<file path="src/rtl/ts_gen_if.sv">
// rtl/ts_gen_if.sv - transport stream byte output bus between generator and sink
interface ts_gen_if;
    logic [7:0] ts_out_d;
    logic       ts_out_wrreq;
    logic       ts_out_almost_full;
    logic       pkt_start;
    logic       done;

    modport master (
        output ts_out_d,
        output ts_out_wrreq,
        output pkt_start,
        output done,
        input  ts_out_almost_full
    );

    modport slave (
        input  ts_out_d,
        input  ts_out_wrreq,
        input  pkt_start,
        input  done,
        output ts_out_almost_full
    );
endinterface

</file>
<file path="src/rtl/ts_gen.sv">
// rtl/ts_gen.sv - MPEG transport stream packet generator with selectable payload
module ts_gen #(
    parameter logic [7:0] SYNC_BYTE  = 8'h47,
    parameter int         PKT_LEN    = 188,
    parameter int         GAP_CYCLES = 0
) (
    input  logic        clk,
    input  logic        reset,
    input  logic        enable,
    input  logic [12:0] pid,
    input  logic [15:0] pkt_count,
    input  logic [1:0]  payload_mode,
    output logic        busy,
    ts_gen_if.master    ts
);

    typedef enum logic [2:0] {IDLE, SYNC, HDR1, HDR2, HDR3, PAYLOAD, GAP} state_t;

    localparam logic [7:0]  LAST_IDX = 8'(PKT_LEN - 1);
    localparam logic [15:0] GAP_LAST = 16'(GAP_CYCLES - 1);

    state_t      state, state_nxt;
    logic [7:0]  idx;
    logic [15:0] sent;
    logic [3:0]  cc;
    logic [7:0]  pay_cnt;
    logic [7:0]  lfsr;
    logic [12:0] pid_q;
    logic [1:0]  mode_q;
    logic [15:0] gap_cnt;
    logic [7:0]  d_q;
    logic        wrreq_q, start_q, done_q;

    logic        issuing, fire, last, final_pkt, run_ok, run_ok_after;
    logic [15:0] sent_inc;
    logic [7:0]  byte_val;
    logic [7:0]  lfsr_nxt;

    assign issuing      = (state == SYNC) || (state == HDR1) || (state == HDR2) ||
                          (state == HDR3) || (state == PAYLOAD);
    assign fire         = issuing && !ts.ts_out_almost_full;
    assign last         = (state == PAYLOAD) && (idx == LAST_IDX);
    assign sent_inc     = (&sent) ? sent : sent + 16'd1;
    assign run_ok       = enable && ((pkt_count == 16'd0) || (sent < pkt_count));
    // Back-to-back decision happens on the same edge that bumps sent, so look ahead.
    assign run_ok_after = enable && ((pkt_count == 16'd0) || (sent_inc < pkt_count));
    assign final_pkt    = (pkt_count != 16'd0) &&
                          (({1'b0, sent} + 17'd1) == {1'b0, pkt_count});
    assign lfsr_nxt     = {lfsr[6:0], lfsr[7] ^ lfsr[5] ^ lfsr[4] ^ lfsr[3]};

    assign busy                = (state != IDLE);
    assign ts.ts_out_d         = d_q;
    assign ts.ts_out_wrreq     = wrreq_q;
    assign ts.pkt_start        = start_q;
    assign ts.done             = done_q;

    // Select the byte the current state would emit.
    always_comb begin
        byte_val = 8'h00;
        case (state)
            SYNC:    byte_val = SYNC_BYTE;
            HDR1:    byte_val = {3'b010, pid_q[12:8]};
            HDR2:    byte_val = pid_q[7:0];
            HDR3:    byte_val = {4'b0001, cc};
            PAYLOAD: begin
                case (mode_q)
                    2'd1:    byte_val = 8'hFF;
                    2'd2:    byte_val = lfsr;
                    default: byte_val = pay_cnt;
                endcase
            end
            default: byte_val = 8'h00;
        endcase
    end

    // Next-state logic; issuing states advance only on an accepted byte.
    always_comb begin
        state_nxt = state;
        case (state)
            IDLE:    if (run_ok) state_nxt = SYNC;
            SYNC:    if (fire) state_nxt = HDR1;
            HDR1:    if (fire) state_nxt = HDR2;
            HDR2:    if (fire) state_nxt = HDR3;
            HDR3:    if (fire) state_nxt = PAYLOAD;
            PAYLOAD: begin
                if (fire && last) begin
                    if (GAP_CYCLES > 0)    state_nxt = GAP;
                    else if (run_ok_after) state_nxt = SYNC;
                    else                   state_nxt = IDLE;
                end
            end
            GAP:     if (gap_cnt == GAP_LAST) state_nxt = IDLE;
            default: state_nxt = IDLE;
        endcase
    end

    // State register.
    always_ff @(posedge clk or negedge reset) begin
        if (!reset) state <= IDLE;
        else        state <= state_nxt;
    end

    // Output registers, header capture and run/packet counters.
    always_ff @(posedge clk or negedge reset) begin
        if (!reset) begin
            d_q     <= 8'h00;
            wrreq_q <= 1'b0;
            start_q <= 1'b0;
            done_q  <= 1'b0;
            idx     <= 8'd0;
            sent    <= 16'd0;
            cc      <= 4'd0;
            pay_cnt <= 8'd0;
            lfsr    <= 8'hFF;
            pid_q   <= 13'd0;
            mode_q  <= 2'd0;
            gap_cnt <= 16'd0;
        end else begin
            wrreq_q <= fire;
            start_q <= fire && (state == SYNC);
            done_q  <= fire && last && final_pkt;
            gap_cnt <= (state == GAP) ? gap_cnt + 16'd1 : 16'd0;
            if (fire) begin
                d_q <= byte_val;
                idx <= last ? 8'd0 : idx + 8'd1;
            end
            if (fire && (state == SYNC)) begin
                pid_q  <= pid;
                mode_q <= payload_mode;
            end
            if (fire && (state == PAYLOAD)) begin
                if (mode_q == 2'd2)      lfsr    <= lfsr_nxt;
                else if (mode_q != 2'd1) pay_cnt <= pay_cnt + 8'd1;
            end
            if (fire && last) begin
                cc   <= cc + 4'd1;
                sent <= sent_inc;
            end
            if ((state == IDLE) && !enable) begin
                sent    <= 16'd0;
                cc      <= 4'd0;
                pay_cnt <= 8'd0;
                lfsr    <= 8'hFF;
            end
        end
    end

endmodule

</file>
<file path="src/flat_wrapper.sv">
// flat-port wrapper written by rule: the top's interface ports become plain ports
module ts_gen_flat 
#(
    parameter logic [7:0] SYNC_BYTE  = 8'h47,
    parameter int         PKT_LEN    = 188,
    parameter int         GAP_CYCLES = 0
)
  (clk, reset, enable, pid, pkt_count, payload_mode, busy, ts_ts_out_d, ts_ts_out_wrreq, ts_pkt_start, ts_done, ts_ts_out_almost_full);
  ts_gen_if ts_i ();
  input  logic clk;
  input  logic reset;
  input  logic enable;
  input  logic [12:0] pid;
  input  logic [15:0] pkt_count;
  input  logic [1:0] payload_mode;
  output logic busy;
  output wire logic [$bits(ts_i.ts_out_d)-1:0] ts_ts_out_d;
  output wire logic [$bits(ts_i.ts_out_wrreq)-1:0] ts_ts_out_wrreq;
  output wire logic [$bits(ts_i.pkt_start)-1:0] ts_pkt_start;
  output wire logic [$bits(ts_i.done)-1:0] ts_done;
  input wire logic [$bits(ts_i.ts_out_almost_full)-1:0] ts_ts_out_almost_full;
  assign ts_ts_out_d = ts_i.ts_out_d;
  assign ts_ts_out_wrreq = ts_i.ts_out_wrreq;
  assign ts_pkt_start = ts_i.pkt_start;
  assign ts_done = ts_i.done;
  assign ts_i.ts_out_almost_full = ts_ts_out_almost_full;
  ts_gen #(.SYNC_BYTE(SYNC_BYTE), .PKT_LEN(PKT_LEN), .GAP_CYCLES(GAP_CYCLES)) u_core (.clk(clk), .reset(reset), .enable(enable), .pid(pid), .pkt_count(pkt_count), .payload_mode(payload_mode), .busy(busy), .ts(ts_i));
endmodule
</file>
<file path="config.mk">
export PLATFORM = sky130hd
export DESIGN_NAME = ts_gen_flat
export DESIGN_NICKNAME = d
export VERILOG_FILES = /design/src/rtl/ts_gen_if.sv /design/src/rtl/ts_gen.sv /design/src/flat_wrapper.sv
export SDC_FILE = /design/constraint.sdc
export NUM_CORES = 1
export LEC_CHECK = 0
export ABC_AREA = 0
export BUFFER_PORTS_ARGS = -buffer_cell sky130_fd_sc_hd__buf_2
export CELL_PAD_IN_SITES_DETAIL_PLACEMENT = 1
export CELL_PAD_IN_SITES_GLOBAL_PLACEMENT = 1
export CORE_MARGIN = 2
export CORE_UTILIZATION = 47
export CTS_CLUSTER_SIZE = 24
export DETAILED_ROUTE_END_ITERATION = 10
export PLACE_DENSITY_LB_ADDON = 0.08
export SLEW_MARGIN = 10
export SYNTH_ARGS = -nofsm -noshare
export SYNTH_HDL_FRONTEND = slang
export SYNTH_SLANG_ARGS = --single-unit
</file>
<file path="constraint.sdc">
create_clock -name clk -period 3.4 [get_ports clk]
set_input_delay 0.68 -clock clk [delete_from_list [all_inputs] [get_ports clk]]
set_output_delay 0.68 -clock clk [all_outputs]
set_load 0.005 [all_outputs]
</file>
Word-level counts from Yosys, hierarchy flattened --
Cells that the tools add are included. Widths: inputs -> output; s select.
Cells by class: add/subtract/negate cells 6, magnitude comparators 2, equality and inequality tests 20, mux-type cells 25, bitwise logic cells 3, reductions and logical operators 30
Operators by type and width (count):
- $mux 16 | 4
- $mux 8 | 8
- $pmux 8 s5 | 1
- $add 16x1->16 const B | 2
- $lt 16x16->1 | 2
- $mux 3 | 7
- $pmux 3 s7 | 1
- $add 16x1->17 const B | 1
- $eq 17x16->1 | 1
- $add 8x1->8 const B | 2
- $eq 16x16->1 const B | 1
- $logic_not 16->1 | 1
- $pmux 8 s2 | 1
- $reduce_and 16->1 | 1
- $reduce_bool 16->1 | 1
- $ne 2x1->1 const B | 7
- $logic_and 1x1->1 | 10
- $eq 3x3->1 const B | 3
- $eq 8x8->1 const B | 1
- $mux 4 | 2
- $reduce_bool 2->1 | 4
- $reduce_and 7->1 | 1
- $eq 3x2->1 const B | 2
- $logic_or 1x1->1 | 6
- other kinds (12) | 16
Word-level totals: register bits 89, input port bits 35, output and inout bits 12, word-level logic and storage cells 99

Longest topological paths before layout --
depth after elaboration 9, gate-level depth with buffers 14, gate-level depth less buffers 12

Worst setup path before layout --
No wires, ideal clock.
path kind reg-to-reg, from register u_core.sent[0], to register u_core.state[0], setup time 0.087 ns, arrival 2.794 ns, required time 3.313 ns, setup slack 0.520 ns, cell stages (with the launch flop) 15, path buffers 2, clock period less this slack 2.880 ns, cells stage by stage dfrtp_1 ha_1 buf_4 nand4_4 nor2_1 nand3_1 clkbuf_1 nand2_1 ha_1 or4_1 a21oi_1 o21ai_0 a211oi_1 a31oi_1 o211ai_1
On the way: longest elaborated chain between the ends 8, elaborated cells on any way between the ends 14, classes of those cells 1 x add/sub; 2 x order compare; 1 x eq/ne; 4 x mux; 6 x reduce/logical
Ends and longest elaborated chain:
- start: declaration | RTL line ts_gen.sv:24 | logic [15:0] sent;
- start signal: assignment | RTL line ts_gen.sv:137 | sent <= sent_inc;
- $add 16x1->16 / $reduce_and 16->1 (equally long branches) | RTL line ts_gen.sv:43 | assign sent_inc = (&sent) ? sent : sent + 16'd1;
- $mux 16 | RTL line ts_gen.sv:43
- $lt 16x16->1 | RTL line ts_gen.sv:46 | assign run_ok_after = enable && ((pkt_count == 16'd0) || (sent_inc < pkt_count));
- $logic_or 1x1->1 | RTL line ts_gen.sv:46
- $logic_and 1x1->1 | RTL line ts_gen.sv:46
- $mux 1 | RTL line ts_gen.sv:88 | else if (run_ok_after) state_nxt = SYNC;
- $mux 3 | RTL line ts_gen.sv:86 | if (fire && last) begin
- $pmux 3 s7 | RTL line ts_gen.sv:79 | case (state)
- end signal: assignment | RTL line ts_gen.sv:100 | else state <= state_nxt;
- end: declaration | RTL line ts_gen.sv:22 | state_t state, state_nxt;
Several ways; a longest one is shown, not always the timed one. The select of a mux whose other input is x is not followed. A chain may end at the register's enable or synchronous reset.

Final worst setup path --
from register u_core.sent[2], to register u_core.state[0]
The elaborated chain is that of the path after synthesis.

==> results.ini <==
[logic_synthesis]
synth-warning-count=0
yosysMostFrequentCell=dfrtp_1
syn_inst=637
synthFlopType=dfrtp_1
yosysTopAreaCell=dfrtp_1
synth-edff-count=0
async_reset_ff_share_pct=100
synth.distinct_cells=65
synth.top_cell.area_share_pct=35.6
syn-num-nets=710
synth.area.top_cells=dfrtp_1, ha_1, nand2_1, o21ai_0, a21oi_1
synth_area_sq_mm=0.00569
synth.ff_latch_count=89
synth.avg_cell_area_sq_um=8.93
synth_commonest_cells=dfrtp_1, nand2_1, o21ai_0, a21oi_1, nor2_1
synth-seq-area-share_pct=39.3

[sta]
worst_slew_pin_slew_ps=1080
rsz0062_at_grt=no
layout_setup_ws_ps=349
slew_viol_final=0
finalHoldViolations=0
max_clock_freq_ghz=0.328
setup_viol=0
skew_ps=7.69
relSlewSlack_pct=27.9
fin_crit_sh_pct=89.7
layout_min_cycle_time_ps=3050
fin_setup_tns_ps=0

[power]
pwr-share-comb_pct=33.5
switching_power_uw=1370
power_density_mw_per_mm2=584
p_sw_share_pct=36.7
clkPwrFrac_pct=26.7
irDropWorstVdd_uv=400
intPower_uw=2370
p_leak_uw=0.00296
p_seq_share_pct=39.8

[floorplanning]
pin_count=47
die_w_microns=114
placeableCoreArea_sq_mm=0.0119
die_height_microns=114
start_util_pct=47.8
std_cell_rows=40
die-area_sq_mm=0.0130

[grt]
grt_pass1_wl_microns=27600
antenna_found_initial=0
grt_max_degree=51
use_met1_pct=33.8
grt.overflow.total=0
grt_use_total_pct=27.3
grt_pass1_vias=5412
busiest_layer=met2
use_met3_pct=4.62
met2_usage_pct=47.0

[placement]
dp_worst_setup_slack_ps=386
hpwl_microns=12300
gp_congestion=0.924
placed_cell_area_sq_mm=0.00612
io_buffers=46

[cts]
clk_latency_ps=350
h-tree-depth=3
cts.sinks=89
cts-root-buf=clkbuf_16
cts_tree=yes
path_clk_slew_ps=70
cts_hold_buf=0
cts_made_buffers=9
post_cts_resized=0
post_cts_buffers=0
clockBufferDepth=2

[layout]
fin_util_pct=53.8
drive_gt1_share_pct=17.1
antennaDiodeCount=0
synthToLayoutAreaGrowth_pct=12.6
fin_nets=754
postLayoutCellArea_sq_mm=0.00641

[worst_setup_path]
path_class=flop to flop
reg2reg_depth=11
start_kind=flop
r2r-start=u_core.sent[2]
rrSetupSlack_ps=350
crit_required_ps=3670
path_max_fanout=11
slowest_stage=dfrtp_1
path_cells=nand4_1 > nor4_1 > xnor2_1 > nand2_1 > ha_1 > or4_1 > a21oi_1 > o21ai_0 > a211oi_1 > a31oi_1 > o211ai_1
arrival_ps=3320
slowest_delay_ps=580
worstSetupEndpointType=flop
worstReg2RegEnd=u_core.state[0]

[drt]
via_count=5011
first_pass_iters=4
post_drt_wl_per_cell_microns=19.9
drt_iter0_markers=275
routed_wl_microns=16600
vias_per_cell=6.03
drc=0
ant_nets=0

[status]
outcome=completed

[min_path]
hold_path.class=primary input to async pin

[flow_run]
cap_violations=0

## registers in the layout (all words and copies together) (netlist names)
name	flops
u_core.ts.ts_out_d	8
u_core.lfsr	8
u_core.pay_cnt	8
u_core.idx	8
u_core.ts.pkt_start	1
u_core.gap_cnt	16
u_core.state	3
u_core.pid_q	13
u_core.mode_q	2
u_core.cc	4
u_core.ts.ts_out_wrreq	1
u_core.sent	16
u_core.ts.done	1
## placed cells by master, fill, tap and decap left out, types with 15 or more instances in the layout
cell type  Yosys  routed
dfrtp_1       81      81
mux2_2        15      15
xor2_1        19      19
nand4_1       21      21
xnor2_1       25      25
nand2_1       77      77
nor2_1        41      41
buf_2          6      45
buf_4          3      19
nand3_1       36      36
inv_1         26      26
a21oi_1       45      45
o21ai_0       48      48
ha_1          38      38
## final cells by class
cell class,instances,area (sq um)
clock buffer,9,225
clock inverter,5,57.6
fill,1438,5500
inverter,26,97.6
multi-input combinational,490,3220
sequential,89,2240
tap,147,184
timing repair buffer,65,388
## metrics by stage
step	power (uW)	instances	hold WS (ps)
after detailed placement	2760	817	466
after global placement	2700	817	454
final	3740	831	309
after floorplan	2290	637	384
after CTS	3780	831	328
after global routing	3990	831	344
## logic make-up (layout without fill, tap and decap cells)
logic type / Yosys count / after routing / share of synthesized area [%]
simple gates: 244 / 244 / 21.9
xor+xnor: 44 / 44 / 6.78
buf+inv: 58 / 105 / 4.18
flops: 89 / 89 / 39.3
fa+ha+maj: 38 / 38 / 8.36
compound gates: 144 / 144 / 15.6
mux: 20 / 20 / 3.85
## per-layer routing
metal / vias up / wire length, microns
li1: 2372 / -
met1: 2514 / 7210
met2: 89 / 8420
met3: 36 / 443
met4: 0 / 509
met5: - / 0
## worst max-delay path: cells and delay by family, from the launching register on
kind	cells	cell delay, ps
compound gates	5	660
xor+xnor	1	240
flops	1	580
simple gates	4	1290
fa+ha+maj	1	200
## power groups by stage
| stage | logic, uW | clock network (uW) | registers (uW) |
|---|---|---|---|
| after detailed placement | 1260 | 0 | 1500 |
| final | 1260 | 998 | 1490 |
| after global placement | 1210 | 0 | 1490 |
| after floorplan | 841 | 0 | 1450 |
| after CTS | 1270 | 1020 | 1490 |
| after global routing | 1400 | 1060 | 1520 |
## worst max-delay path by stage
stage                                  to  cells after the start           start  slack [ps]
after global routing      u_core.state[0]                     11  u_core.sent[2]         140
final                     u_core.state[0]                     11  u_core.sent[2]         350
after detailed placement  u_core.state[0]                     11  u_core.sent[2]         390
after CTS                 u_core.state[0]                     11  u_core.sent[2]         380
after global placement    u_core.state[0]                     11  u_core.sent[2]         490
after floorplan           u_core.state[0]                     14  u_core.sent[0]         520
Note: power is estimated with default switching activity, not from simulation.
